==> config.mk <==
export PLATFORM = sky130hd
export DESIGN_NAME = isa_decode_stage
export DESIGN_NICKNAME = d
export VERILOG_FILES = /design/src/rtl/isa_decode_stage.sv
export SDC_FILE = /design/constraint.sdc
export NUM_CORES = 1
export LEC_CHECK = 0
export ABC_AREA = 1
export CORE_ASPECT_RATIO = 1.75
export CORE_MARGIN = 1.5
export CORE_UTILIZATION = 35
export CTS_CLUSTER_DIAMETER = 30
export DETAILED_ROUTE_END_ITERATION = 6
export PLACE_DENSITY = 0.58
export SYNTH_ARGS = -nofsm -noshare
export SYNTH_HDL_FRONTEND = slang
export SYNTH_SLANG_ARGS = --single-unit
==> constraint.sdc <==
create_clock -name clock -period 5 [get_ports clock]
set_input_delay 0.75 -clock clock [delete_from_list [all_inputs] [get_ports clock]]
set_output_delay 0.75 -clock clock [all_outputs]
set_load 0.05 [all_outputs]
==> src/rtl/isa_decode_stage.sv <==
// ---------------------------------------------------------------------------
// isa_decode_stage
//
// Registered instruction-decode stage sitting between fetch and execute.
// Each accepted instruction word is split into its fields, classified as
// R / I / J1 / J2 (or flagged illegal), given a sign-extended immediate, and
// queued with its PC in a DEPTH-entry FIFO. Both sides use valid/ready.
//
// Ports
//   clock, reset        single clock, synchronous active-high reset
//   flush               synchronous; drops buffered entries and this cycle's input
//   in_valid/in_ready   fetch-side handshake
//   in_instr, in_pc     instruction word and its PC
//   out_valid/out_ready execute-side handshake
//   out_pc .. out_illegal  decoded head entry (registered)
//   count               FIFO occupancy
// ---------------------------------------------------------------------------
module isa_decode_stage #(
    parameter int INSTR_W = 32,
    parameter int PC_W    = 32,
    parameter int DATA_W  = 32,
    parameter int DEPTH   = 2
) (
    input  logic                     clock,
    input  logic                     reset,
    input  logic                     flush,
    input  logic                     in_valid,
    output logic                     in_ready,
    input  logic [INSTR_W-1:0]       in_instr,
    input  logic [PC_W-1:0]          in_pc,
    output logic                     out_valid,
    input  logic                     out_ready,
    output logic [PC_W-1:0]          out_pc,
    output logic [4:0]               out_op,
    output logic [4:0]               out_rd,
    output logic [4:0]               out_rs,
    output logic [4:0]               out_rt,
    output logic [4:0]               out_shamt,
    output logic [4:0]               out_alu_op,
    output logic [DATA_W-1:0]        out_imm,
    output logic [26:0]              out_target,
    output logic [1:0]               out_type,
    output logic                     out_illegal,
    output logic [$clog2(DEPTH):0]   count
);

    localparam int PTR_W = (DEPTH > 1) ? $clog2(DEPTH) : 1;
    localparam int CNT_W = $clog2(DEPTH) + 1;
    localparam int IMM_W = 17;

    localparam logic [1:0] TYPE_R  = 2'b00;
    localparam logic [1:0] TYPE_I  = 2'b01;
    localparam logic [1:0] TYPE_J1 = 2'b10;
    localparam logic [1:0] TYPE_J2 = 2'b11;

    typedef struct packed {
        logic [PC_W-1:0]   pc;
        logic [4:0]        op;
        logic [4:0]        rd;
        logic [4:0]        rs;
        logic [4:0]        rt;
        logic [4:0]        shamt;
        logic [4:0]        alu_op;
        logic [DATA_W-1:0] imm;
        logic [26:0]       target;
        logic [1:0]        itype;
        logic              illegal;
    } entry_t;

    function automatic logic signed [DATA_W-1:0] sext_imm(input logic signed [IMM_W-1:0] raw);
        return DATA_W'(raw);
    endfunction

    function automatic logic [PTR_W-1:0] next_ptr(input logic [PTR_W-1:0] p);
        return (p == PTR_W'(DEPTH - 1)) ? '0 : p + PTR_W'(1);
    endfunction

    // ---- stage p0: combinational decode of the offered word ----
    entry_t dec_p0;

    always_comb begin
        dec_p0         = '0;
        dec_p0.pc      = in_pc;
        dec_p0.op      = in_instr[INSTR_W-1  -: 5];
        dec_p0.rd      = in_instr[INSTR_W-6  -: 5];
        dec_p0.rs      = in_instr[INSTR_W-11 -: 5];
        dec_p0.rt      = in_instr[INSTR_W-16 -: 5];
        dec_p0.shamt   = in_instr[INSTR_W-21 -: 5];
        dec_p0.alu_op  = in_instr[INSTR_W-26 -: 5];
        dec_p0.imm     = sext_imm(in_instr[INSTR_W-16 -: IMM_W]);
        dec_p0.target  = in_instr[INSTR_W-6 -: 27];
        dec_p0.itype   = TYPE_R;
        dec_p0.illegal = 1'b0;
        unique case (dec_p0.op)
            5'b00000:                                   dec_p0.itype = TYPE_R;
            5'b00010, 5'b00101, 5'b00110,
            5'b00111, 5'b01000:                         dec_p0.itype = TYPE_I;
            5'b00001, 5'b00011, 5'b10101, 5'b10110:     dec_p0.itype = TYPE_J1;
            5'b00100:                                   dec_p0.itype = TYPE_J2;
            default:                                    dec_p0.illegal = 1'b1;
        endcase
    end

    // ---- stage p1: FIFO storage and registered head entry ----
    entry_t             mem [DEPTH];
    entry_t             head_p1;
    logic [PTR_W-1:0]   wr_ptr;
    logic [PTR_W-1:0]   rd_ptr;
    logic [CNT_W-1:0]   count_q;
    logic               vld_p1;

    logic               push;
    logic               pop;
    logic [PTR_W-1:0]   rd_ptr_nx;
    logic [CNT_W-1:0]   count_nx;
    entry_t             head_nx;

    assign vld_p1   = (count_q != '0);
    assign in_ready = (count_q < CNT_W'(DEPTH));
    assign push     = in_valid & in_ready & ~flush;
    assign pop      = vld_p1 & out_ready & ~flush;

    always_comb begin
        rd_ptr_nx = pop ? next_ptr(rd_ptr) : rd_ptr;
        count_nx  = count_q;
        unique case ({push, pop})
            2'b10:   count_nx = count_q + CNT_W'(1);
            2'b01:   count_nx = count_q - CNT_W'(1);
            default: count_nx = count_q;
        endcase
        // The new head is the word being written this cycle when the read
        // pointer lands on the write slot (FIFO empty, or emptying to one).
        head_nx = (push && (rd_ptr_nx == wr_ptr)) ? dec_p0 : mem[rd_ptr_nx];
    end

    always_ff @(posedge clock) begin
        if (push) begin
            mem[wr_ptr] <= dec_p0;
        end
    end

    // Head register is cleared on reset/flush so payload outputs read zero;
    // when the FIFO drains it simply holds the last entry.
    always_ff @(posedge clock) begin
        if (reset || flush) begin
            wr_ptr  <= '0;
            rd_ptr  <= '0;
            count_q <= '0;
            head_p1 <= '0;
        end else begin
            if (push) begin
                wr_ptr <= next_ptr(wr_ptr);
            end
            rd_ptr  <= rd_ptr_nx;
            count_q <= count_nx;
            if (count_nx != '0) begin
                head_p1 <= head_nx;
            end
        end
    end

    assign out_valid   = vld_p1;
    assign count       = count_q;
    assign out_pc      = head_p1.pc;
    assign out_op      = head_p1.op;
    assign out_rd      = head_p1.rd;
    assign out_rs      = head_p1.rs;
    assign out_rt      = head_p1.rt;
    assign out_shamt   = head_p1.shamt;
    assign out_alu_op  = head_p1.alu_op;
    assign out_imm     = head_p1.imm;
    assign out_target  = head_p1.target;
    assign out_type    = head_p1.itype;
    assign out_illegal = head_p1.illegal;

endmodule
Yosys cells after proc, flatten, opt, wreduce, memory -nomap -nowiden --
Memories as Yosys holds them, arrays and structs flattened. A register that Yosys moved wholly into a read port is not among the register bits. Cells that the tools add are included. Widths: inputs -> output; s select.
Operators by class: $add $sub $neg 4, order comparisons 1, equality and inequality tests 12, multiplexer cells 8, bitwise logic cells 5, reduce and logical (&&, ||, !) cells 7
Operator list (number):
- $eq 5x3->1 const B | 4
- $reduce_or 11->1 | 1
- $eq 5x2->1 const B | 2
- $eq 5x5->1 const B | 2
- $mux 1 | 6
- $pmux 2 s3 | 1
- $eq 5x1->1 const B | 1
- $eq 5x4->1 const B | 1
- $logic_not 5->1 | 1
- $reduce_or 5->1 | 1
- $and 1x1->1 | 4
- $pmux 2 s2 | 1
- $reduce_bool 2->1 | 2
- $reduce_or 4->1 | 1
- $add 1x1->1 const B | 2
- $add 2x1->2 const B | 1
- $eq 2x1->1 const B | 1
- $eq 2x2->1 const B | 1
- $lt 2x2->1 const B | 1
- $sub 2x1->2 const B | 1
- $logic_or 1x1->1 | 1
- $not 1->1 | 1
Storage, ports and cells: flip-flop bits (word level) 4, bits in writable memories 248, input port bits 69, output and inout bits 128, word-level logic and storage cells 41, memories 1
Memory list:
- mem | depth 2, bits a word 124, read ports 1, clocked after memory_dff 1, wr ports 1, line 105 | entry_t mem [DEPTH];

Longest topological paths before layout --
Gate-level depths: netlist (run 1).
depth in word-level cells 6, depth in mapped cells 17, mapped depth without buffers 15

Worst setup path after synthesis (run 1) --
Ideal clock, no wire load.
path kind register to register, start reg count_q[1] (netlist: count[1]), end mem mem[1][0] (netlist bit) (enable), setup time 0.494 ns, arrival time 3.883 ns, data required time 4.506 ns, slack 0.623 ns, cell stages (with the launch flop) 4, buffers on the path 0, clock period less this slack 4.377 ns, cell sequence dfxtp_1 inv_2 nand3_1 nor2_1
On the way: longest elaborated chain between the ends 5
Ends and longest elaborated chain:
- from (decl) | line 109 | logic [CNT_W-1:0] count_q;
- from (signal assigned) | line 155 | count_q <= count_nx;
- $lt 2x2->1 | line 119 | assign in_ready = (count_q < CNT_W'(DEPTH));
- via in_ready | line 28 | output logic in_ready,
- $and 1x1->1 (2 in a row) | line 120 | assign push = in_valid & in_ready & ~flush;
- $mux 1 | line 137 | if (push) begin
- $mux 1 (not written as such) | line 138 | mem[wr_ptr] <= dec_p0;
- to (decl) | line 105
The timed path passes the listed nets, and every way through them passes these cells.

Worst setup path after layout (run 1) --
start in flush, end reg, netlist name out_imm[4]
On the way: longest elaborated chain between the ends 5, elaborated cells between the ends (all ways) 9, classes of those cells 2 x eq/ne; 2 x mux; 3 x bitwise; 2 x reduce/logical
Ends and longest elaborated chain:
- from (decl) | line 26 | input logic flush,
- $not 1->1 | line 120, 121
- $and 1x1->1 (on tied branches) | line 121, 120
- $eq 2x1->1 / $eq 2x2->1 (equally long branches) | line 126 | unique case ({push, pop})
- $pmux 2 s2 | line 126
- $reduce_bool 2->1 | line 156 | if (count_nx != '0) begin
Several ways; a longest one is shown, not always the timed one. A chain may end at the register's enable or synchronous reset.

==> flow_summary_export.csv, run 1 <==
group,metric,value,unit
run_status,status,"complete, but fails checks",
run_status,violations,"DRC",
global_route,overflow,0,
worst_setup_path,worstPathMaxFanout,52,
clock_tree,cts_sinks,205,
synthesis,synth_cells,1054,
route,wl_per_cell,15.89,um
synthesis,yosysSeqAreaShare,0.5875,
worst_setup_path,path_depth,13,
route,route.detailed.drc,10,
die,io_pins,197,
timing,tightest_slew,1.056,ns
clock_tree,ctsHtreeMaxLevel,2,
clock_tree,cts_resized,0,
clock_tree,root_buffer,"clkbuf_16",
worst_setup_path,rrSetupSlack,2.18,ns
worst_setup_path,r2r-start,"count[1]",
layout,fillCellCount,2453,
global_route,grt_pass1_vias,7333,
power_and_ir_drop,vdd_drop_max,0.0002243,V
clock_tree,clk_latency,0.50,ns
timing,slew-limit-headroom,0.2958,
worst_setup_path,r2r_cells,12,
layout,nets,1252,
flow_run,maxCapViolCount,0,
worst_setup_path,crit_path_start_kind,"input pin",
die,core,0.02596,mm2
worst_setup_path,timing.critical_path.buf_inv,4,
worst_setup_path,crit_chain,"clkdlybuf4s50_1 -> inv_1 -> nand3_1 -> ha_1 -> or2_1 -> nand3_1 -> nand2_1 -> nand2_1 -> inv_1 -> nand2_4 -> inv_1 -> nand2_1 -> a21oi_1",
route,viasPerCell,4.694,
route,ant_nets,0,
timing,hold_viol_final,0,
clock_tree,tritoncts,"built",
die,initial_core_util,0.3570,
die,die_area,0.02751,mm2
layout,multi_input_area,0.002761,mm2
timing,setup_tns,0,ns
global_route,antenna_found_initial,1,
placement,portBuffers,196,
route,num_vias,7177,
layout,design_area,0.01228,mm2
synthesis,synth_area,0.009269,mm2
worst_setup_path,crit_type,"in -> reg",
global_route,grt_pass1_wl,38.49,mm
placement,gp_congestion,0.7390,
timing,finalSetupViolations,0,
route,wirelength,24.30,mm
worst_setup_path,crit_family,"simple AND/OR/NAND/NOR gates",
worst_setup_path,r2r_end,"out_imm[4]",
clock_tree,clk_pin_slew,0.05,ns
layout,drive_gt1_frac,0.06705,
worst_hold_path,hold_path_class,"reg -> reg",
synthesis,ys_types,26,
timing,drv_slew,0,
clock_tree,cts_buffer_depth,3,
worst_setup_path,required,5.33,ns
power_and_ir_drop,power_density,416.2,mW/mm2
clock_tree,post-cts-setup-buffers,0,
clock_tree,ctsHoldBuffers,0,
clock_tree,numCtsBuffers,36,
layout,regArea,0.005445,mm2
worst_setup_path,cp_slowest_cell,"clkdlybuf4s50_1",
route,drt_iter0_drc,386,
synthesis,synth_flop_cell,"edfxtp_1",
synthesis,synth-edff-count,134,
synthesis,yosys_warnings,0,
timing,fin_crit,3.205,ns
timing,skew,0.01225,ns
global_route,grt_max_degree,72,
synthesis,synthArstFlopShare,0,
worst_setup_path,critical-path-max-stage-delay,0.48,ns
route,first_pass_iters,7,
layout,area_growth,32.46,%
synthesis,ys_seq_elements,205,
synthesis,avgSynthCellArea,8.794,um2
die,die_h,218.3,um
power_and_ir_drop,total_leakage_power,5.215,nW
placement,hpwl,14.41,mm
timing,fmax,0.3121,GHz
placement,place_area,0.01103,mm2
worst_setup_path,critPathArrivalTime,3.54,ns
timing,grt_setup_unrepaired,"false",
worst_setup_path,critPathLaunch,"flush",
timing,fin_crit_sh,0.6409,
worst_setup_path,cp-endpoint,"out_imm[4]",
die,die_x,126.0,um
global_route,grt.total_usage,0.1788,
synthesis,syn-num-nets,1124,
die,placementRows,78,
worst_setup_path,cp-end-kind,"flop",
-- synthesized netlist by cell type (2+ instances only) --
master    count  share of area
nor2_1      114          0.046
edfxtp_1    134           0.43
buf_2        34          0.018
buf_6         4         0.0049
nand2_1     316           0.13
a21oi_1      15         0.0081
inv_2         3         0.0012
nand3_2       2         0.0022
nand4_1       2         0.0013
clkbuf_1     13         0.0053
inv_1        95          0.038
buf_1         2        0.00081
nand2_4       4         0.0049
buf_4        61          0.049
nand3_1     174          0.094
dfxtp_1      71           0.15
-- layer usage --
layer / GRT usage / vias up / part of all wire
met5: 0 / - / 0
met4: 0.06360 / 0 / 0.024
met3: 0.03647 / 43 / 0.045
met2: 0.3599 / 172 / 0.56
met1: 0.1775 / 3375 / 0.38
li1: - / 3587 / -
-- metrics by stage --
| step | setup WS [ns] | power [mW] | hold WS (ns) | std cells | utilization |
|---|---|---|---|---|---|
| 2_1_floorplan | 0.6227 | 2.417 | 0.5851 | 1054 | - |
| 3_3_place_gp | 1.286 | 2.628 | 0.4590 | 1464 | 0.4251 |
| 3_5_place_dp | 1.259 | 2.635 | 0.4589 | 1464 | 0.4251 |
| 4_1_cts | 1.753 | 5.163 | 0.4678 | 1528 | 0.4729 |
| 5_1_grt | 1.532 | 5.292 | 0.4898 | 1529 | 0.4730 |
| 6_report | 1.795 | 5.110 | 0.4698 | 1529 | 0.4730 |
-- cells in the final DEF (no fill, tap or decap) --
| cell type | netlist | routed |
|---|---|---|
| nand2_2 | 1 | 2 |
| nor2_4 | 1 | 3 |
| inv_8 | 0 | 1 |
| nand3_2 | 2 | 1 |
| ha_1 | 1 | 1 |
| nor2_1 | 114 | 112 |
| o21ai_0 | 1 | 1 |
| nand2_4 | 4 | 5 |
| or2_1 | 1 | 1 |
| edfxtp_1 | 134 | 134 |
| or2_4 | 0 | 1 |
| clkinv_2 | 0 | 4 |
| clkinv_1 | 0 | 1 |
| dfxtp_1 | 71 | 71 |
| clkinv_4 | 0 | 2 |
| nand3_1 | 174 | 174 |
| clkbuf_1 | 13 | 8 |
| clkbuf_16 | 0 | 37 |
| a21oi_1 | 15 | 15 |
| buf_12 | 0 | 3 |
| nand2_1 | 316 | 314 |
| inv_6 | 0 | 2 |
| inv_2 | 3 | 4 |
| xor2_1 | 1 | 1 |
| nand4_1 | 2 | 2 |
| nor3b_1 | 1 | 1 |
| o211ai_1 | 1 | 1 |
| clkbuf_8 | 0 | 2 |
| diode_2 | 0 | 1 |
| bufinv_16 | 0 | 6 |
| clkdlybuf4s50_1 | 0 | 196 |
| nand3_4 | 1 | 2 |
| inv_1 | 95 | 94 |
| buf_4 | 61 | 5 |
| clkinvlp_4 | 0 | 1 |
-- layout make-up --
type	instances	area share
multi-input combinational	637	0.2249
inverter	98	0.02996
clock inverter	17	0.02099
sequential	205	0.4435
antenna	1	0.0002038
clock buffer	47	0.08010
timing repair buffer	204	0.1677
tap	320	0.03261
-- cell families after synthesis --
| family | after synthesis | synth area share |
|---|---|---|
| and+or+nand+nor | 618 | 0.2824 |
| DFF | 205 | 0.5875 |
| buffers and inverters | 212 | 0.1184 |
| xor gates and xnor gates | 1 | 0.0009451 |
| AOI/OAI and AO/OA | 17 | 0.009449 |
| adders and majority gates | 1 | 0.001350 |
-- worst min path at each step --
stage / startpoint / depth (start not counted) / end
floorplan: mem[1][30] / 6 / out_imm[0]
global placement: out_pc[27] / 2 / out_pc[27]
detailed placement: out_pc[30] / 2 / out_pc[30]
CTS: out_pc[27] / 2 / out_pc[27]
global route: out_pc[30] / 2 / out_pc[30]
finish: out_pc[27] / 2 / out_pc[27]
-- power by group --
part	total, mW	switching, mW	internal [mW]
Combinational	0.692	0.461	0.231
Sequential	1.90	0.0307	1.87
Clock	2.51	0.816	1.70
Total	5.11	1.31	3.80
-- sequential cells by signal, indices dropped and copies added (netlist names) --
name and flops:
out_op 5, mem 134, count 2, rd_ptr 1, out_type 2, out_pc 32, out_illegal 1, out_target 12
wr_ptr 1, out_imm 15
-- tightest hold or removal path, stage by stage (launching register included) --
cell     delay, ns
dfxtp_1       0.30
nand2_1       0.06
a21oi_1       0.05
(Power assumes the default switching activity.)
==> run 2: changes to the inputs <==
- PLACE_DENSITY: 0.58 -> 0.6
- clock period: 5 -> 2.7 ns (I/O delays scaled with it)
==> run 2 against run 1 <==
  * The flow still finishes with violations (DRC)
  * Via count increased by 1.6%
  * Clock power increased by 92%
  * Die area unchanged
  * Register-to-register slack got worse by 1.6 ns
  * Setup slack got worse by 1.6 ns
  * Sequential power increased by 86%
  * Wire length decreased by 1.2%
  * Global-route usage decreased by 0.23 points
  * Final cell count increased by 1.4%
  * Critical path type is now reg -> out
  * Critical endpoint is now out_imm[28]
  * Largest cell class unchanged
  * Highest routed layer unchanged
==> flow_summary_export.csv, run 2 (synthesized netlist as in run 1, its figures left out) <==
group,metric,value,unit
layout,design_area,0.01263,mm2
die,io_pins,197,
die,die_area,0.02751,mm2
timing,skew,0.02722,ns
layout,finalNonFillerCells,1550,
flow_run,maxCapViolCount,0,
route,first_pass_iters,7,
layout,top_register,"mem",
layout,regArea,0.005445,mm2
clock_tree,post-cts-setup-buffers,0,
route,ant_nets,0,
worst_hold_path,hold_path_class,"reg -> reg",
worst_setup_path,rrSetupSlack,0.56,ns
timing,fin_crit,2.472,ns
global_route,grt_pass1_wl,37.96,mm
worst_setup_path,r2r-start,"count[0]",
route,wl_per_cell,15.48,um
route,drt_iter0_drc,419,
die,core,0.02596,mm2
layout,final_cell_mix,"nand2_1 (314), clkdlybuf4s50_1 (196), nand3_1 (174)",
route,num_vias,7291,
clock_tree,cts_buffer_depth,3,
clock_tree,clk_latency,0.52,ns
worst_setup_path,crit_path_start_kind,"flop",
worst_setup_path,critical-path-max-stage-delay,0.91,ns
worst_setup_path,timing.critical_path.buf_inv,1,
global_route,grt_pass1_vias,7254,
placement,place_area,0.01134,mm2
route,viasPerCell,4.704,
die,die_h,218.3,um
clock_tree,cts_sinks,205,
global_route,grt_busiest_layer,"met2",
timing,slew-limit-headroom,0.5593,
clock_tree,root_buffer,"clkbuf_16",
power_and_ir_drop,power_density,765.7,mW/mm2
die,placementRows,78,
worst_setup_path,cp-end-kind,"output port",
global_route,antenna_found_initial,0,
clock_tree,numCtsBuffers,36,
layout,largest_reg_flops,134,
run_status,violations,"DRC",
placement,portBuffers,196,
route,wirelength,24.00,mm
clock_tree,tritoncts,"built",
worst_setup_path,r2r_cells,14,
timing,grt_setup_unrepaired,"false",
global_route,grt_util_met1,0.1802,
worst_setup_path,worstPathMaxFanout,19,
placement,gp_congestion,0.7830,
timing,drv_slew,0,
worst_setup_path,path_depth,1,
clock_tree,ctsHtreeMaxLevel,2,
timing,fmax,0.4045,GHz
timing,tightest_slew,0.6611,ns
route,route.detailed.drc,13,
global_route,overflow,0,
worst_setup_path,critPathLaunch,"out_target[16]",
global_route,met2_usage,0.3414,
timing,hold_ws,0.4723,ns
power_and_ir_drop,total_leakage_power,5.397,nW
timing,hold_viol_final,0,
worst_setup_path,cp-endpoint,"out_imm[28]",
layout,fillCellCount,2470,
placement,hpwl,15.65,mm
layout,nets,1273,
layout,antennaDiodeCount,0,
layout,multi_input_area,0.002759,mm2
clock_tree,clk_pin_slew,0.05,ns
layout,final_common_cell,"nand2_1",
worst_setup_path,critPathArrivalTime,2.07,ns
timing,finalSetupViolations,0,
clock_tree,ctsHoldBuffers,0,
global_route,grt.total_usage,0.1765,
layout,final_util,0.4867,
die,die_x,126.0,um
worst_setup_path,crit_family,"buffers and inverters",
clock_tree,cts_resized,0,
layout,area_growth,36.31,%
run_status,status,"complete, but fails checks",
power_and_ir_drop,finalPower,9.675,mW
worst_setup_path,r2r_end,"out_target[20]",
worst_setup_path,required,2.30,ns
worst_setup_path,cp_slowest_cell,"clkdlybuf4s50_1",
global_route,grt_max_degree,50,
worst_setup_path,crit_type,"reg -> out",
worst_setup_path,crit_chain,"clkdlybuf4s50_1",
die,initial_core_util,0.3570,
global_route,gr-usage-met3,0.03158,
layout,drive_gt1_frac,0.08618,
placement,place_inst,1485,
power_and_ir_drop,vdd_drop_max,0.0004600,V
timing,fin_crit_sh,0.9157,
==> run 2: power by group <==
part	internal, mW	switching (mW)
clock	3.22	1.60
combinational	0.479	0.856
sequential	3.47	0.0585
total	7.16	2.51
==> run 2: how the worst min path moves through the flow <==
stage / from / end / slack (ns) / cells past startpoint
after floorplan: in_pc[8] / mem[0][100] / 0.50 / 0
after global placement: out_pc[27] / out_pc[27] / 0.46 / 2
after detailed placement: out_pc[8] / out_pc[8] / 0.47 / 2
after CTS: out_pc[8] / out_pc[8] / 0.48 / 2
after global routing: in_instr[13] / mem[0][73] / 0.50 / 1
final: out_pc[8] / out_pc[8] / 0.47 / 2
==> run 2: final cells by class <==
| class | count | area share |
|---|---|---|
| Clock inverter | 22 | 0.02416 |
| Sequential cell | 205 | 0.4310 |
| Multi-Input combinational cell | 637 | 0.2184 |
| Tap cell | 320 | 0.03169 |
| Clock buffer | 43 | 0.07833 |
| Inverter | 98 | 0.02911 |
| Timing Repair Buffer | 225 | 0.1874 |
==> run 2: metal layers <==
layer	wire length [um]	part of all wire
met5	0	0
met4	899	0.037
met3	1248	0.052
met2	13170	0.55
met1	8677	0.36
==> run 2: metrics by stage <==
stage / setup slack (ns) / TNS, ns
6_report: 0.2276 / 0
5_1_grt: 0.1285 / 0
4_1_cts: 0.1802 / 0
3_5_place_dp: 0.08646 / 0
3_3_place_gp: 0.08647 / 0
2_1_floorplan: -0.5660 / -74.94
==> run 3: changes to the inputs <==
- PLACE_DENSITY: 0.6 -> 0.58
- clock period: 2.7 -> 2.4 ns (I/O delays scaled with it)
==> run 3 against run 2 <==
  * The flow still finishes with violations (DRC)
  * Global-route usage about the same
  * Power increased by 8.7%
  * Clock skew decreased by 0.013 ns
  * Largest power group unchanged
  * Critical path type unchanged
  * Sequential share of layout area decreased by 0.13 points
  * Combinational power increased by 15%
==> flow_summary_export.csv, run 3 (synthesized netlist as in run 1, its figures left out) <==
group,metric,value,unit
die,die_h,218.3,um
layout,area_growth,36.74,%
power_and_ir_drop,power_density,829.6,mW/mm2
worst_setup_path,crit_type,"reg -> out",
worst_setup_path,cp-end-kind,"output port",
layout,finalNonFillerCells,1563,
global_route,antenna_found_initial,1,
worst_setup_path,critical-path-max-stage-delay,0.82,ns
timing,hold_ws,0.4628,ns
worst_setup_path,worstPathMaxFanout,4,
timing,fin_crit_sh,0.9215,
worst_setup_path,critPathArrivalTime,1.85,ns
timing,finalSetupViolations,0,
run_status,violations,"DRC",
clock_tree,tritoncts,"built",
layout,multi_input_area,0.002764,mm2
timing,slew-limit-headroom,0.5842,
route,wirelength,24.31,mm
clock_tree,post-cts-setup-buffers,0,
route,ant_nets,0,
layout,final_cell_mix,"nand2_1 (314), clkdlybuf4s50_1 (178), nand3_1 (173)",
layout,nets,1284,
placement,portBuffers,196,
worst_setup_path,required,2.04,ns
clock_tree,root_buffer,"clkbuf_16",
timing,tightest_slew,0.6218,ns
route,viasPerCell,4.696,
layout,final_common_cell,"nand2_1",
clock_tree,numCtsBuffers,37,
timing,drv_slew,0,
power_and_ir_drop,p_int,7.734,mW
worst_setup_path,crit_chain,"inv_4 -> nand2_4 -> clkdlybuf4s50_1",
power_and_ir_drop,finalPower,10.51,mW
layout,fillCellCount,2476,
layout,drive_gt1_frac,0.09501,
die,core,0.02596,mm2
placement,place_inst,1495,
global_route,overflow,0,
power_and_ir_drop,clkPwrFrac,0.477,
timing,fmax,0.4521,GHz
power_and_ir_drop,pwr-share-comb,0.146,
route,drt_iter0_drc,312,
power_and_ir_drop,p_switching,2.780,mW
route,num_vias,7340,
clock_tree,ctsHtreeMaxLevel,2,
route,route.detailed.drc,9,
die,io_pins,197,
power_and_ir_drop,p_seq_frac,0.377,
clock_tree,cts_sinks,205,
route,wl_per_cell,15.55,um
route,first_pass_iters,7,
worst_setup_path,crit_path_start_kind,"flop",
timing,skew,0.01466,ns
placement,gp_congestion,0.8077,
layout,final_util,0.4882,
clock_tree,cts_buffer_depth,3,
die,die_area,0.02751,mm2
run_status,status,"complete, but fails checks",
layout,design_area,0.01267,mm2
placement,hpwl,15.73,mm
worst_hold_path,hold_path_class,"in -> reg",
power_and_ir_drop,vdd_drop_max,0.0004697,V
die,placementRows,78,
timing,hold_viol_final,0,
clock_tree,clk_latency,0.51,ns
power_and_ir_drop,total_leakage_power,5.572,nW
global_route,grt_max_degree,72,
layout,regArea,0.005446,mm2
worst_setup_path,cp_slowest_cell,"clkdlybuf4s50_1",
power_and_ir_drop,p_sw_frac,0.2644,
flow_run,maxCapViolCount,0,
layout,top_register,"mem",
timing,fin_crit,2.212,ns
layout,largest_reg_flops,134,
die,die_x,126.0,um
die,initial_core_util,0.3570,
placement,place_area,0.01146,mm2
timing,grt_setup_unrepaired,"false",
global_route,grt_pass1_vias,7276,
global_route,grt_pass1_wl,38.18,mm
clock_tree,clk_pin_slew,0.05,ns
global_route,grt.total_usage,0.1770,
-- run 3: cell count changes in the layout (fill, tap and decap cells not counted), sizes merged, moves of 2 or more --
cell / delta
bufinv: -4
dlymetal6s2s: +6
clkinvlp: +2
buf: +10
inv: -2
dlygate4sd2: +12
clkdlybuf4s50: -18
clkbuf: +5
-- run 3: layout make-up --
cell class,instances,share of cell area
Sequential cell,205,0.4297
Multi-Input combinational cell,637,0.2181
Timing Repair Buffer,235,0.1957
Clock buffer,48,0.08203
Tap cell,320,0.03159
Inverter,98,0.02922
Clock inverter,19,0.01352
Antenna cell,1,0.0001974
-- run 3: worst paths after layout --
kind	slack, ns	cells after the start	to	start
hold / removal	0.46	1	mem[1][82]	in_instr[22]
setup reg to reg	0.40	12	out_target[20]	count[1]
setup / recovery	0.19	3	out_valid	count[1]
hold reg to reg	0.46	2	out_pc[27]	out_pc[27]
-- run 3: what timing repair did --
item                                    4_1_cts  5_1_grt
endpoints found under the setup margin       18        6
gates resized for setup                      12        6
hold buffers                                  0        0
-- run 3: worst max-delay path, delay by kind of cell, from the launching register on --
family        cells  cell delay [ns]
buf+inv           2             0.88
flops             1             0.37
simple gates      1             0.10
-- run 3: metal layers --
layer | vias to the layer above | track usage | wire [um]
met5 | - | 0 | 0
met4 | 0 | 0.08697 | 932
met3 | 58 | 0.03011 | 1062
met2 | 189 | 0.3408 | 13420
met1 | 3436 | 0.1827 | 8893
li1 | 3657 | - | -
-- run 3: through the flow --
stage | setup WS (ns) | setup TNS, ns
CTS | 0.0005216 | 0
global placement | -0.02794 | -0.2087
finish | 0.1883 | 0
detailed placement | -0.06622 | -1.418
global route | 0.1441 | 0
floorplan | 0.04187 | 0
-- run 3: power by group through the flow --
stage	Clock [mW]	Combinational, mW	Sequential [mW]
after floorplan	0	0.788	4.24
after global placement	0	1.54	4.03
after detailed placement	0	1.55	4.03
after CTS	5.13	1.55	3.96
after global routing	5.27	1.65	3.98
final	5.02	1.54	3.96
